==> src/rtl/if_fetch_ctrl.sv <==
// if_fetch_ctrl: fetch-stage controller that sits in front of the PC register.
// It drives npc into the register's d input and reads pc back from its q output.
// It runs the instruction-memory req/ack handshake, buffers one fetched word
// for decode, and handles redirects, including one that lands mid-fetch.
// Optional feature: define EXC_REDIRECT_EN to add exc_req, an exception
// redirect to EXC_VECTOR that takes priority over redirect.
module if_fetch_ctrl #(
    parameter logic [31:0] PC_STEP    = 32'd4,
    parameter logic [31:0] EXC_VECTOR = 32'h0000_0180
) (
    input  logic        clk,
    input  logic        clrn,
    input  logic [31:0] pc,
    output logic [31:0] npc,
    output logic        imem_req,
    output logic [31:0] imem_addr,
    input  logic        imem_ack,
    input  logic [31:0] imem_rdata,
    output logic [31:0] inst,
    output logic [31:0] inst_pc,
    output logic        inst_valid,
    input  logic        id_ready,
`ifdef EXC_REDIRECT_EN
    input  logic        exc_req,
`endif
    input  logic        redirect,
    input  logic [31:0] redirect_tgt
);

    typedef enum logic [1:0] {
        IDLE  = 2'd0,
        WAIT  = 2'd1,
        HOLD  = 2'd2,
        DRAIN = 2'd3
    } state_e;

    state_e      state_q, state_d;
    logic [31:0] inst_q, inst_d;
    logic [31:0] inst_pc_q, inst_pc_d;
    logic [31:0] drain_addr_q, drain_addr_d;

    // Effective redirect request and its word-aligned target.
    logic        redir;
    logic [31:0] redir_tgt;

`ifdef EXC_REDIRECT_EN
    // An exception overrides a same-cycle branch/jump redirect.
    always_comb begin
        redir     = exc_req | redirect;
        redir_tgt = exc_req ? EXC_VECTOR : redirect_tgt;
        redir_tgt[1:0] = 2'b00;
    end
`else
    logic unused_exc_vector;
    assign unused_exc_vector = ^EXC_VECTOR;

    // Only branch/jump redirects exist in this build.
    always_comb begin
        redir     = redirect;
        redir_tgt = {redirect_tgt[31:2], 2'b00};
    end
`endif

    // State, buffered instruction and drain address registers.
    // NOTE: sequential state uses non-blocking assignments so every register
    // samples pre-edge values, independent of statement order.
    always_ff @(posedge clk or negedge clrn) begin
        if (!clrn) begin
            state_q      <= IDLE;
            inst_q       <= 32'd0;
            inst_pc_q    <= 32'd0;
            drain_addr_q <= 32'd0;
        end else begin
            state_q      <= state_d;
            inst_q       <= inst_d;
            inst_pc_q    <= inst_pc_d;
            drain_addr_q <= drain_addr_d;
        end
    end

    // Next-state, next-PC and handshake outputs.
    // NOTE: every output gets a default first so no path leaves it unassigned
    // (which would infer a latch); npc defaults to pc because the PC register
    // has no enable and must reload its own value to hold.
    always_comb begin
        state_d      = state_q;
        inst_d       = inst_q;
        inst_pc_d    = inst_pc_q;
        drain_addr_d = drain_addr_q;
        npc          = pc;
        imem_req     = 1'b0;
        imem_addr    = pc;
        inst_valid   = 1'b0;

        case (state_q)
            IDLE: begin
                state_d = WAIT;
            end
            WAIT: begin
                imem_req  = 1'b1;
                imem_addr = pc;
                if (redir) begin
                    npc = redir_tgt;
                    if (!imem_ack) begin
                        // Request still pending: remember its address so it
                        // can be completed unchanged and then thrown away.
                        drain_addr_d = pc;
                        state_d      = DRAIN;
                    end
                end else if (imem_ack) begin
                    inst_d    = imem_rdata;
                    inst_pc_d = pc;
                    npc       = pc + PC_STEP;
                    state_d   = HOLD;
                end
            end
            HOLD: begin
                inst_valid = 1'b1;
                if (redir) begin
                    npc     = redir_tgt;
                    state_d = WAIT;
                end else if (id_ready) begin
                    state_d = WAIT;
                end
            end
            DRAIN: begin
                imem_req  = 1'b1;
                imem_addr = drain_addr_q;
                if (redir) begin
                    npc = redir_tgt;
                end
                if (imem_ack) begin
                    state_d = WAIT;
                end
            end
            default: begin
                state_d = IDLE;
            end
        endcase
    end

    assign inst    = inst_q;
    assign inst_pc = inst_pc_q;

endmodule
==> config.mk <==
export PLATFORM = sky130hd
export DESIGN_NAME = if_fetch_ctrl
export DESIGN_NICKNAME = d
export VERILOG_FILES = /design/src/rtl/if_fetch_ctrl.sv
export SDC_FILE = /design/constraint.sdc
export NUM_CORES = 1
export LEC_CHECK = 0
export CAP_MARGIN = 20
export CORE_MARGIN = 2
export CORE_UTILIZATION = 40
export DETAILED_ROUTE_END_ITERATION = 6
export PLACE_DENSITY = 0.74
export SETUP_SLACK_MARGIN = 0.1
export SLEW_MARGIN = 10
export SYNTH_ARGS = -nofsm -noshare
export SYNTH_HDL_FRONTEND = slang
export SYNTH_SLANG_ARGS = --single-unit
==> constraint.sdc <==
create_clock -name clk -period 6.2 [get_ports clk]
set_clock_uncertainty 0.05 [all_clocks]
set_input_delay 0.62 -clock clk [delete_from_list [all_inputs] [get_ports clk]]
set_output_delay 0.62 -clock clk [all_outputs]
set_load 0.05 [all_outputs]
# After elaboration in Yosys (flattened, before gate mapping)
# Index checks and enable logic that the tools add are counted.
dict set report totals {
  ff_bits 98
  latchBits 0
  mem_bits_rw 0
  mem_bits_ro 0
  inputBits 101
  out_inout_bits 130
  wordCells 34
  memories 0
}
dict set report op_classes {
  addsub 1
  mul 0
  div 0
  magnitude_cmp 0
  n_eq_ne 7
  shift 0
  muxes 14
  bitwise_logic 2
  reduce_logical 6
}
# op count
set ops {}
lappend ops {{$mux W32} 4}
lappend ops {{$pmux W32 S2} 1}
lappend ops {{$add A32 B3 Y32 const B} 1}
lappend ops {{$mux W2} 6}
lappend ops {{$ne A3 B3 Y1 const B} 3}
lappend ops {{$pmux W2 S4} 1}
lappend ops {{$reduce_and A3 Y1} 2}
lappend ops {{$eq A2 B2 Y1 const B} 2}
lappend ops {{$reduce_and A4 Y1} 1}
lappend ops {{$reduce_or A2 Y1} 2}
lappend ops {{$eq A2 B1 Y1 const B} 1}
lappend ops {{$logic_not A2 Y1} 1}
lappend ops {{$mux W1} 2}
lappend ops {{$ne A2 B2 Y1 const B} 1}
lappend ops {{$not A1 Y1} 2}

# Depth between registers and ports, before layout
dict set report logic_depth {
  depth_word 4
  ltp_mapped 8
  mapped_depth_nobuf 6
}

# Least setup slack after synthesis
# OpenSTA, ideal clock, no wires.
dict set report synth_path {
  path_kind {input to output}
  start {input redirect}
  end {output npc[14]}
  arrival_ns 4.008
  required_time_ns 5.530
  slack_ns 1.522
  stages 5
  path_buffers 3
  cell_sequence {clkbuf_1 > clkbuf_1 > buf_1 > a211oi_1 > a2111oi_0}
}
dict set report synth_between {
  elab_chain_cells 2
  word_cells_on_any_way 3
  cone_classes {mux: 3}
}
# element line
set synth_lines {}
lappend synth_lines {{start, declared} 26} ;# input logic redirect,
lappend synth_lines {{$mux W32, on equally long branches} {119, 129, 102}}
lappend synth_lines {{$pmux W32 S2 *} 95} ;# case (state_q)
lappend synth_lines {{end, declared} 14} ;# output logic [31:0] npc,
# Every way passes the cells marked *; elsewhere a longest branch is shown, timed or not.

# Final worst setup path
dict set report layout_path {
  start {input pc[2]}
  end {output npc[28]}
}
dict set report layout_between {
  elab_chain_cells 4
}
# element line
set layout_lines {}
lappend layout_lines {{start, declared} 13} ;# input logic [31:0] pc,
lappend layout_lines {{$add A32 B3 Y32} 113} ;# npc = pc + PC_STEP;
lappend layout_lines {{$mux W32} 110} ;# end else if (imem_ack) begin
lappend layout_lines {{$mux W32} 102} ;# if (redir) begin
lappend layout_lines {{$pmux W32 S2} 95}
# Every way passes these cells.

==> out/metrics.yaml <==
power_and_ir_drop:
  p_per_area_nw_per_um2: 394
  power_w: 0.00338
  leakage_nw: 3.34
  ir_drop_uv: 279
critical_path:
  cp-end-kind: "output port"
  critPathKind: "in -> out"
  reg2reg_setup_slack_ns: 2.94
  worstPathMaxFanout: 9
  r2r_start: "state_q[0]$_DFFE_PN0P_"
  critical_path.startpoint_type: "input pin"
  required_ns: 5.53
  r2r_cells: 4
  timing.rr.end: "inst[27]$_DFFE_PN0P_"
  cp.arrival_ns: 4.04
timing:
  relSlewSlack_pct: 32.4
  finalCritPeriodShare_pct: 76.0
  fin_tns_setup_ns: 0
  slew_violations: 0
  timing.fmax_mhz: 212
  grt_setup_unrepaired: "no"
  min_period_ns: 4.71
  setup_ws_ns: 1.49
  finalHoldViolCount: 0
  setup_violations: 0
  worst_pin_slew_ns: 1.01
cells_and_area:
  nets: 860
  syn2layout_area_growth_pct: 43.0
  postLayoutCellArea_um2: 8590
  drive_gt1_share_pct: 23.2
  antenna_cells: 0
logic_synthesis:
  ys.flop_type: "dfrtp_1"
  yosysSeqAreaShare_pct: 40.8
  synth_nets: 670
  synth_edf_count: 0
  ys_ff_latch: 98
  yosysWarningCount: 0
  synth_cells: 568
  synthArstFlopShare_pct: 100
  syn_area_um2: 6010
  syn_area_per_cell_um2: 10.6
  synthDistinctLibCells: 66
floorplan:
  die_h_um: 127
  ios: 231
  dieWidth_um: 127
  core_um2: 14600
  core.rowCount: 44
  dieArea_um2: 16000
  start_util_pct: 41.2
placement:
  place_area_um2: 8290
  io_buffers: 228
  place.gp.congestion: 0.820
  hpwl_mm: 13.2
  pre_cts_ws_ns: 1.50
routing:
  vias: 5353
  firstDrtPassIters: 5
  first_iter_violations: 399
  antenna_left: 0
  wirelength_mm: 18.3
  drc: 0
  vias_per_cell: 5.65
  wl_per_cell_um: 19.3
global_route:
  antenna_found_initial: 0
  grt_usage_pct: 22.5
  grt_pass1_wl_mm: 28.6
  grt_pass1_vias: 5278
  grt_max_degree: 59
  grt_overflow: 0
clock_network:
  cts_root_buf: "clkbuf_16"
  clkLatencyLatePin_ns: 0.34
  cts_tree: "yes"
  hold_buffers: 0
  cts_made_buffers: 9
  post-cts-setup-buffers: 0
  clockBufferDepth: 2
  cts_sinks: 98
  cts.repair.resized: 0
  cts_htree_levels: 3
  clk_pin_slew_worst_paths_ns: 0.07
outcome:
  status: "finished, final reports clean"
flow_run:
  maxCapViolCount: 0
hold_path:
  hold_class: "in -> async"
[metal layers]
metal	wire [um]	up-vias	track usage, %	share of wire [%]
met4	396	0	7.05	2.2
met1	7510	2646	28.3	41
met3	1440	27	6.79	7.9
li1	-	2472	-	-
met2	8950	208	37.3	49
met5	0	-	0	0
[cells in the mapped netlist, drive strengths merged, types with 2 or more instances]
cell	count	area share [%]
mux2i	13	2.2
a221oi	3	0.44
nor3	11	0.92
nand3	12	1.1
a31o	2	0.29
nor2	39	2.4
or2	6	0.67
a32o	2	0.33
a31oi	3	0.31
nand3b	6	0.75
and2	3	0.31
o211ai	6	0.75
a21oi	19	1.6
o21a	2	0.25
a211oi	9	1.1
and3	5	0.52
nand2b	3	0.31
o22ai	3	0.31
o221ai	3	0.44
mux2	133	25
inv	10	0.62
nor4	3	0.42
a221o	4	0.67
o21ai	17	1.4
nand4	12	1.6
or4	4	0.56
a32oi	7	1.0
clkbuf	37	3.1
a311oi	5	0.73
o32ai	3	0.44
nor2b	13	1.4
nand2	27	1.7
buf	19	1.8
dfrtp	98	41
a211o	4	0.60
o21bai	5	0.62
and4	3	0.48
and3b	2	0.29
[power breakdown]
part	internal [W]	switching, W	leakage, nW	total [W]
combinational	0.000690	0.00115	2.03	0.00184
clock	0.000325	0.000252	0.149	0.000576
sequential	0.000849	0.000115	1.15	0.000964
total	0.00186	0.00152	3.34	0.00338
[flip-flops by register name, indices dropped and copies added, names as in the netlist]
signal        cells
state_q           2
drain_addr_q     32
inst             32
inst_pc          32
[logic make-up after synthesis]
family / count (synthesis) / share of synthesized area, %
DFF: 98 / 40.8
AOI/OAI and AO/OA: 104 / 12.3
and+or+nand+nor: 152 / 13.9
xor gates and xnor gates: 1 / 0.146
muxes: 146 / 27.1
adders and majority gates: 1 / 0.208
buffers and inverters: 66 / 5.52
[metrics by stage]
step | util [%] | hold slack (ns) | std cells
2_1_floorplan | - | 0.274 | 568
3_3_place_gp | 56.8 | 0.436 | 931
3_5_place_dp | 56.8 | 0.442 | 931
4_1_cts | 58.9 | 0.209 | 947
5_1_grt | 58.9 | 0.221 | 947
6_report | 58.9 | 0.192 | 947
[area by class of cell]
cell class	instances	area, um^2
clock buffer	10	239
clock inverter	6	65.1
fill	1214	6000
inverter	10	37.5
multi-input combinational	404	3240
sequential	98	2450
tap	184	230
timing repair buffer	235	2330
[cells in the final DEF, fill, tap and decap left out, types with 9 or more instances in the layout]
cell | netlist | layout
a211oi_1 | 9 | 9
a21oi_1 | 19 | 19
clkbuf_16 | 0 | 9
clkdlybuf4s50_1 | 0 | 226
dfrtp_1 | 98 | 97
inv_1 | 10 | 10
mux2_2 | 133 | 133
mux2i_1 | 13 | 13
nand2_1 | 26 | 26
nand3_1 | 11 | 11
nand4_1 | 10 | 10
nor2_1 | 39 | 37
nor2b_1 | 13 | 13
nor3_1 | 11 | 11
o21ai_0 | 17 | 17
[critical path, cell delays in order]
cell	delay, ns
clkdlybuf4s50_1	0.65
ha_1	0.31
nand4_4	0.15
or2_1	0.27
or4_4	0.58
or4_1	0.49
o211ai_1	0.12
clkdlybuf4s50_1	0.83
[how the worst max path moves through the flow]
stage	startpoint	to	slack, ns	cells after the start
floorplan	redirect	npc[14]	1.52	5
global placement	pc[2]	npc[28]	1.52	8
detailed placement	pc[2]	npc[28]	1.50	8
CTS	pc[2]	npc[28]	1.50	8
global route	imem_ack	npc[15]	1.35	7
finish	pc[2]	npc[28]	1.49	8
(Power assumes the default switching activity.)
